## config.mk

```make
export PLATFORM = sky130hd
export DESIGN_NAME = window_gen_kxk
export DESIGN_NICKNAME = d
export VERILOG_FILES = /design/src/rtl/window_gen_kxk.sv
export SDC_FILE = /design/constraint.sdc
export NUM_CORES = 2
export LEC_CHECK = 0
export CAP_MARGIN = 15
export CORE_UTILIZATION = 26
export DETAILED_ROUTE_END_ITERATION = 8
export GPL_TIMING_DRIVEN = 0
export PLACE_DENSITY = 0.48
export SYNTH_ARGS = -nofsm -noshare
export SYNTH_HDL_FRONTEND = slang
export SYNTH_SLANG_ARGS = --single-unit
```

## constraint.sdc

```tcl
create_clock -name clk -period 6.85 [get_ports clk]
set_input_delay 1.0275 -clock clk [delete_from_list [all_inputs] [get_ports clk]]
set_output_delay 1.0275 -clock clk [all_outputs]
set_load 0.005 [all_outputs]
```

## src/rtl/window_gen_kxk.sv

```systemverilog
// Sliding KSIZE x KSIZE window generator over a raster pixel stream, using KSIZE-1 line memories.
// Latency: 1 clock from the pixel that completes a window to window_valid.
// Backpressure: none; data_enable only gates acceptance, so every valid window must be consumed.
module window_gen_kxk #(
    parameter int DATA_W = 8,
    parameter int KSIZE  = 7,
    parameter int IMG_W  = 64,
    parameter int IMG_H  = 64,
    localparam int CW    = $clog2(IMG_W),
    localparam int RW    = $clog2(IMG_H)
) (
    input  logic                            clk,
    input  logic                            reset,
    input  logic                            data_enable,
    input  logic                            sof,
    input  logic [DATA_W-1:0]               data_in,
    output logic [KSIZE*KSIZE*DATA_W-1:0]   window_out,
    output logic [DATA_W-1:0]               center_out,
    output logic                            window_valid,
    output logic [RW-1:0]                   center_row,
    output logic [CW-1:0]                   center_col,
    output logic                            frame_done
);

    localparam int HALF  = KSIZE / 2;
    localparam int ROW_W = KSIZE * DATA_W;

    localparam logic [CW-1:0] X_LAST      = CW'(IMG_W - 1);
    localparam logic [CW-1:0] X_FIRST_WIN = CW'(KSIZE - 1);
    localparam logic [CW-1:0] X_HALF      = CW'(HALF);
    localparam logic [RW-1:0] Y_LAST      = RW'(IMG_H - 1);
    localparam logic [RW-1:0] Y_FIRST_WIN = RW'(KSIZE - 1);
    localparam logic [RW-1:0] Y_LAST_FILL = RW'(KSIZE - 2);
    localparam logic [RW-1:0] Y_HALF      = RW'(HALF);

    typedef enum logic [1:0] {IDLE, FILL, RUN} state_t;

    state_t                         state_q;
    logic [CW-1:0]                  x_q;
    logic [RW-1:0]                  y_q;
    logic [DATA_W-1:0]              line_mem [KSIZE-1][IMG_W];
    logic [DATA_W-1:0]              col_new  [KSIZE];
    logic [KSIZE*KSIZE*DATA_W-1:0]  win_next;

    logic          restart;
    logic          accept;
    logic          eol;
    logic          last;
    logic          emit;
    logic [CW-1:0] x_cur;
    logic [RW-1:0] y_cur;

    // A start-of-frame pixel always lands at (0,0), whatever the FSM was doing.
    assign restart = data_enable && sof;
    assign accept  = data_enable && ((state_q != IDLE) || sof);
    assign x_cur   = restart ? '0 : x_q;
    assign y_cur   = restart ? '0 : y_q;
    assign eol     = (x_cur == X_LAST);
    assign last    = eol && (y_cur == Y_LAST);
    assign emit    = accept && (y_cur >= Y_FIRST_WIN) && (x_cur >= X_FIRST_WIN);

    assign center_out = window_out[(HALF*KSIZE + HALF)*DATA_W +: DATA_W];

    always_comb begin
        for (int r = 0; r < KSIZE-1; r++) begin
            col_new[r] = line_mem[r][x_cur];
        end
        col_new[KSIZE-1] = data_in;
    end

    // Each row shifts toward column 0; the new column enters at KSIZE-1.
    always_comb begin
        win_next = window_out;
        for (int r = 0; r < KSIZE; r++) begin
            win_next[r*ROW_W +: ROW_W] = {col_new[r], window_out[r*ROW_W + DATA_W +: ROW_W - DATA_W]};
        end
    end

    always_ff @(posedge clk) begin
        if (accept) begin
            for (int r = 0; r < KSIZE-2; r++) begin
                line_mem[r][x_cur] <= line_mem[r+1][x_cur];
            end
            line_mem[KSIZE-2][x_cur] <= data_in;
        end
    end

    // The window shift register doubles as the output register, so it clears with reset.
    always_ff @(posedge clk or negedge reset) begin
        if (!reset) begin
            state_q      <= IDLE;
            x_q          <= '0;
            y_q          <= '0;
            window_out   <= '0;
            window_valid <= 1'b0;
            center_row   <= '0;
            center_col   <= '0;
            frame_done   <= 1'b0;
        end else begin
            window_valid <= emit;
            frame_done   <= emit && last;
            if (accept) begin
                window_out <= win_next;
                if (eol) begin
                    x_q <= '0;
                    y_q <= last ? '0 : y_cur + 1'b1;
                end else begin
                    x_q <= x_cur + 1'b1;
                    y_q <= y_cur;
                end
                if (last) begin
                    state_q <= IDLE;
                end else if (eol && (y_cur == Y_LAST_FILL)) begin
                    state_q <= RUN;
                end else if (restart) begin
                    state_q <= FILL;
                end
            end
            if (emit) begin
                center_row <= y_cur - Y_HALF;
                center_col <= x_cur - X_HALF;
            end
        end
    end

endmodule

```

After elaboration in Yosys (flattened, before gate mapping):

Memories as Yosys holds them, arrays and structs flattened.
Index checks and enable logic that the tools add are counted.

* bits in registers: 420
* RAM bits: 3072
* output and inout port bits: 414
* memories kept: 1

Memory list
* line_mem: depth 6, width 512, read ports 6, clocked after memory_dff 0, write ports 6, line 41 `logic [DATA_W-1:0] line_mem [KSIZE-1][IMG_W];`

* $add $sub $neg: 4
* magnitude comparators: 4
* eq/ne operators: 3
* muxes and demuxes: 30
* bitwise operators: 1
* reductions and logical operators: 12

Operators by type and width (number)
* 512-bit two-way mux: 1
* 8-bit binary-select mux with 6-bit select: 6
* 8-bit two-way mux: 13
* 8-bit demux with 6-bit select: 1
* 6-bit two-way mux: 5
* 6-bit by 1-bit adder with 6-bit output (second input constant): 2
* 6-bit == test (second input constant): 2
* 6-bit by 3-bit greater-or-equal comparator with 1-bit output (second input constant): 2
* 6-bit by 2-bit subtractor with 6-bit output (second input constant): 2
* 1-bit logical AND: 8
* 7-bit greater-or-equal comparator (second input constant): 1
* 7-bit by 1-bit less-than comparator with 1-bit output (second input constant): 1
* 6-bit NOT with 7-bit output: 1
* 6-bit by 3-bit == test with 1-bit output (second input constant): 1
* 2-bit two-way mux: 3
* 3-bit nonzero test: 1
* 2-bit AND reduction: 1
* 2-bit nonzero test: 1
* 1-bit logical OR: 1
* 1-bit two-way mux: 1

Longest topological paths before layout:

* depth after elaboration: 8
* gate-level depth with buffers: 17
* gate-level depth less buffers: 11

Worst setup path after synthesis:

OpenSTA, ideal clock, no wires.

* path kind: input-to-reg
* start point: input data_enable
* end point: memory line_mem[0][101] (netlist name) (data pin)
* library setup time: 1.020 ns
* arrival time: 6.388 ns
* required time: 5.830 ns
* slack: -0.558 ns
* stages on the path: 9
* path buffers: 3
* cell sequence: buf_2 -> and2_1 -> nor2_1 -> buf_2 -> buf_2 -> a21oi_1 -> o221ai_1 -> nand2_1 -> o311ai_0

RTL lines
* from (decl): line 14 `input logic data_enable,`
* to (decl): line 41

==> results.md <==
Outcome:
- The flow ran to the end, but the final reports show violations.
- The final reports fail on negative setup slack.

Setup path:
- The most repeated library cell on the critical path is sky130_fd_sc_hd__buf_2.
- For this run, the slowest stage of the critical path takes 1.06 ns.
- For the worst setup path, the data required time is 7.22 ns.
- The signal on the critical path passes through clkbuf_1, nor3_1, nor2_2, buf_2, buf_2, a21oi_1, a311oi_1, nand3_4.
- In this run the worst path has a maximum fanout of 64.
- The type of the worst setup path is flop to flop.
- The category of cells accounting for the largest share of critical-path delay is buffers and inverters.
- The setup check on the worst reg-to-reg path leaves a slack of -0.24 ns.
- The arrival time of data at the critical path endpoint is 7.46 ns.
- For this design, the slowest cell found on the critical path is sky130_fd_sc_hd__a311oi_1.
- Counting both buffers and inverters, the worst setup path holds a total of 3.
- STA classifies the critical path endpoint as a flop.
- STA classifies the critical path startpoint as a flop.

Layout:
- Fill cells in the final layout number 49,052.
- The footprint of the flip-flops and latches is 103,000 um^2.
- Relative to the synthesized area, the layout overhead comes to 23.8%.
- The area used by multi-input combinational logic is 29,000 um^2.
- Once layout is done, the placed cells without fillers occupy 165,000 um^2.
- For this run, the post-layout net count is 9,392.
- Cells with a size suffix above 1 make up 15.5% of the layout.

Global route:
- Entering global routing, the biggest net connects 110 pins.
- The first global-routing pass estimated 792,000 um of wire.
- The total overflow left after global routing is 0.
- The aggregate global-route resource usage is 22.7%.
- The number of global-route vias before repair was 83,476.
- The number of antenna violations at the first check in global routing was 72.

Synthesis:
- The share of synthesized area in the top cell type comes to 69.0%.
- The number of nets in the synthesized netlist is 8,269.
- The leading cell type by number of instances after synthesis is sky130_fd_sc_hd__edfxtp_1.
- The count of flip-flops with a built-in enable after synthesis is 3,072.
- The proportion of synthesized flip-flops having asynchronous set or reset is 12.0%.
- Synthesis inferred 3,492 register bits.
- Sorting the synthesized cells by area gives the leading types as sky130_fd_sc_hd__edfxtp_1 (69%), sky130_fd_sc_hd__dfrtp_1 (7.9%), sky130_fd_sc_hd__mux2i_1 (5.5%), sky130_fd_sc_hd__nand2_1 (3.9%), sky130_fd_sc_hd__mux4_2 (1.3%).
- The commonest cells after synthesis are sky130_fd_sc_hd__edfxtp_1 (3,072), sky130_fd_sc_hd__nand2_1 (1,398), sky130_fd_sc_hd__mux2i_1 (730).
- The largest total area in the synthesized netlist belongs to sky130_fd_sc_hd__edfxtp_1.
- Synthesis produced a netlist whose cell count is 8,255.
- Yosys mapped the design onto 78 distinct sky130hd cell types.
- The sequential cell area fraction in the yosys report is 76.9%.
- The summed instance area of the synthesized netlist is 134,000 um^2.
- The number of warnings printed during yosys synthesis is 0.
- For this run, the leading register cell type out of synthesis is sky130_fd_sc_hd__edfxtp_1.
- A synthesized cell averages 16.2 um^2.

Drt:
- Dividing the detail-routed wire length by the instance count gives 37.1 um.
- The first routing iteration left 15,606 violations.
- The total vias in the final route is 89,775.
- The routed design has 610,000 um of wire.
- In the routed layout, each cell is associated on average with a via count of 5.46.
- The remaining design rule violation count is 0.
- The number of search-and-repair iterations in the first detailed-routing pass is 8.
- The post-detailed-route count of antenna-violating nets is 0.

Power and ir drop:
- The internal power component is 43,300 uW.
- Summed over all cells, the static leakage comes to 0.0566 uW.
- The analysis attributes to net switching a power of 22,900 uW.
- Of the total power, registers draw 42.3%.
- VDD sags by at most 383 uV.
- The share of total power dissipated in combinational logic is 28.1%.
- The power density relative to cell area is 400 nW/um^2.
- The share of total power dissipated in the clock network is 29.6%.
- The net switching fraction of the power is 34.6%.
- Total power for the finished layout comes to 66,200 uW.

Timing:
- The hold violation total from the final report came to 0.
- Derived from the worst setup path, the maximum achievable clock frequency is 0.141 GHz.
- The final-report setup violation count is 64.
- The final critical-path setup slack is -0.237 ns.
- The worst slew slack as a fraction of its limit is 7.50%.
- For the final routed database, the setup TNS stands at -14.46 ns.
- After layout, the minimum clock period comes to 7.09 ns.
- At the pin with the least slew margin, the transition time is 1.39 ns.
- The final cycle utilization of the critical path is 103%.
- The max-slew violation total from the final report is 0.
- Between clock sinks in the finished design, the worst skew comes to 0.0696 ns.

Floorplan:
- The height of the die is 719 um.
- The number of top-level pins is 426.
- The area enclosed by the die boundary is 517,000 um^2.
- The area inside the core boundary is 510,000 um^2.
- The row count is 262.
- The starting density of the core is 26.2%.
- From left edge to right edge, the die measures 719 um.

Clocking:
- Clock tree synthesis selected as its root buffer the cell sky130_fd_sc_hd__clkbuf_16.
- TritonCTS built the clock tree.
- After clock tree synthesis, the clock-pin slew on the worst setup and hold paths is 0.06 ns.
- After clock tree synthesis, the setup repair step added 0 buffers.
- The number of buffers added by the clock tree synthesis step is 361.
- The later pin in the worst-skew pair is clocked with a latency of 1.00 ns.
- The H-tree depth reported by CTS is 5.
- The longest clock path from root to sink contains 4 buffers.
- The clock net in this run drives a total of 3,492 sinks.

Job:
- The max-capacitance violation count is 0.

Worst hold path:
- The classification of the worst-slack hold path is flop to flop.

Place:
- The count of input and output buffers is 425.
- Routability-driven placement finished with a final weighted congestion of 0.926.
- The post-placement cell area is 154,000 um^2.
- The final HPWL from detailed placement is 431,000 um.
-- state kept, by name (all words and copies together) (netlist names) --
name	count
line_mem	3072
window_out	392
center_col	6
center_row	6
x_q	6
y_q	6
state_q	2
frame_done	1
window_valid	1
-- kinds of logic (layout without fill, tap and decap cells) --
family	Yosys count	count (layout)	share of synthesized area, %
other	0	44	0
adders and majority gates	2	2	0.0187
xor gates and xnor gates	8	8	0.0524
and+or+nand+nor	1774	1774	5.30
buffers and inverters	542	1953	1.95
muxes	963	963	8.10
DFF	3492	3492	76.9
AOI/OAI and AO/OA	1474	1474	7.68
-- layer usage --
metal / wire length, um / global-route usage [%] / part of all wire, %
met1: 234000 / 29.9 / 38
met2: 266000 / 34.1 / 44
met5: 124 / 0 / 0.020
met3: 73200 / 6.03 / 12
met4: 37700 / 12.2 / 6.2
-- worst min-delay path: stages, from the launching register on --
cell,delay [ns]
sky130_fd_sc_hd__dfrtp_1,0.37
sky130_fd_sc_hd__nand2_1,0.06
sky130_fd_sc_hd__nand2_1,0.06
-- worst paths after layout --
path	start	endpoint	cells after the start
worst max register to register	x_q[4]	line_mem[4][438]	8
worst max-delay path	x_q[4]	line_mem[4][438]	8
min in group asynchronous	reset	window_out[32]	2
max in group asynchronous	reset	window_out[266]	5
worst min-delay path	window_out[350]	window_out[342]	2
worst min register to register	window_out[350]	window_out[342]	2
-- through the flow --
stage	std cells	setup slack, ns	utilization, %	hold slack (ns)
2_1_floorplan	8255	1.05	-	0.470
3_3_place_gp	15412	-14.92	28.7	0.461
3_5_place_dp	15743	-1.01	30.1	0.464
4_1_cts	16395	0.109	32.4	0.450
5_1_grt	16402	-0.00107	32.4	0.503
6_report	16442	-0.237	32.4	0.475
-- cells in the final DEF, fill, tap and decap left out, types with 71 or more instances in the layout --
cell type                         netlist  layout
sky130_fd_sc_hd__a211oi_1             130     130
sky130_fd_sc_hd__a21oi_1              252     252
sky130_fd_sc_hd__a221oi_1             113     113
sky130_fd_sc_hd__a22oi_1               84      84
sky130_fd_sc_hd__a31oi_1               71      71
sky130_fd_sc_hd__buf_12                 0     184
sky130_fd_sc_hd__buf_2                201     215
sky130_fd_sc_hd__buf_4                 73      82
sky130_fd_sc_hd__buf_8                  0      74
sky130_fd_sc_hd__clkbuf_1             202     266
sky130_fd_sc_hd__clkbuf_16              0     369
sky130_fd_sc_hd__clkdlybuf4s50_1        0     416
sky130_fd_sc_hd__clkinv_1               0      72
sky130_fd_sc_hd__dfrtp_1              420     420
sky130_fd_sc_hd__edfxtp_1            3072    3072
sky130_fd_sc_hd__mux2_2               154     154
sky130_fd_sc_hd__mux2i_1              730     730
sky130_fd_sc_hd__mux4_2                79      79
sky130_fd_sc_hd__nand2_1             1398    1397
sky130_fd_sc_hd__nor2_1               179     114
sky130_fd_sc_hd__o21ai_0              178     178
sky130_fd_sc_hd__o22ai_1              237     237
-- cell type report --
class | count | area share (%)
Tap cell | 6732 | 5.09
Antenna cell | 44 | 0.0665
Clock inverter | 186 | 1.05
Clock buffer | 465 | 5.90
Sequential cell | 3492 | 62.1
Timing Repair Buffer | 761 | 6.65
Multi-Input combinational cell | 4221 | 17.6
Buffer | 529 | 1.56
Inverter | 12 | 0.0272
-- power by group through the flow --
stage | combinational [uW] | sequential, uW | clock [uW]
2_1_floorplan | 6640 | 28400 | 0
3_3_place_gp | 16100 | 29300 | 0
3_5_place_dp | 17900 | 28500 | 0
4_1_cts | 18000 | 28000 | 19700
5_1_grt | 18700 | 28100 | 20500
6_report | 18600 | 28000 | 19600
-- timing repair --
action	in CTS	in global routing
pin swaps	0	1
endpoints found under the setup margin	7	46
gates resized for setup	1	0
endpoints found under the hold margin	21	0
hold buffers	1	0
No activity file was read; power rests on OpenSTA's default activity.
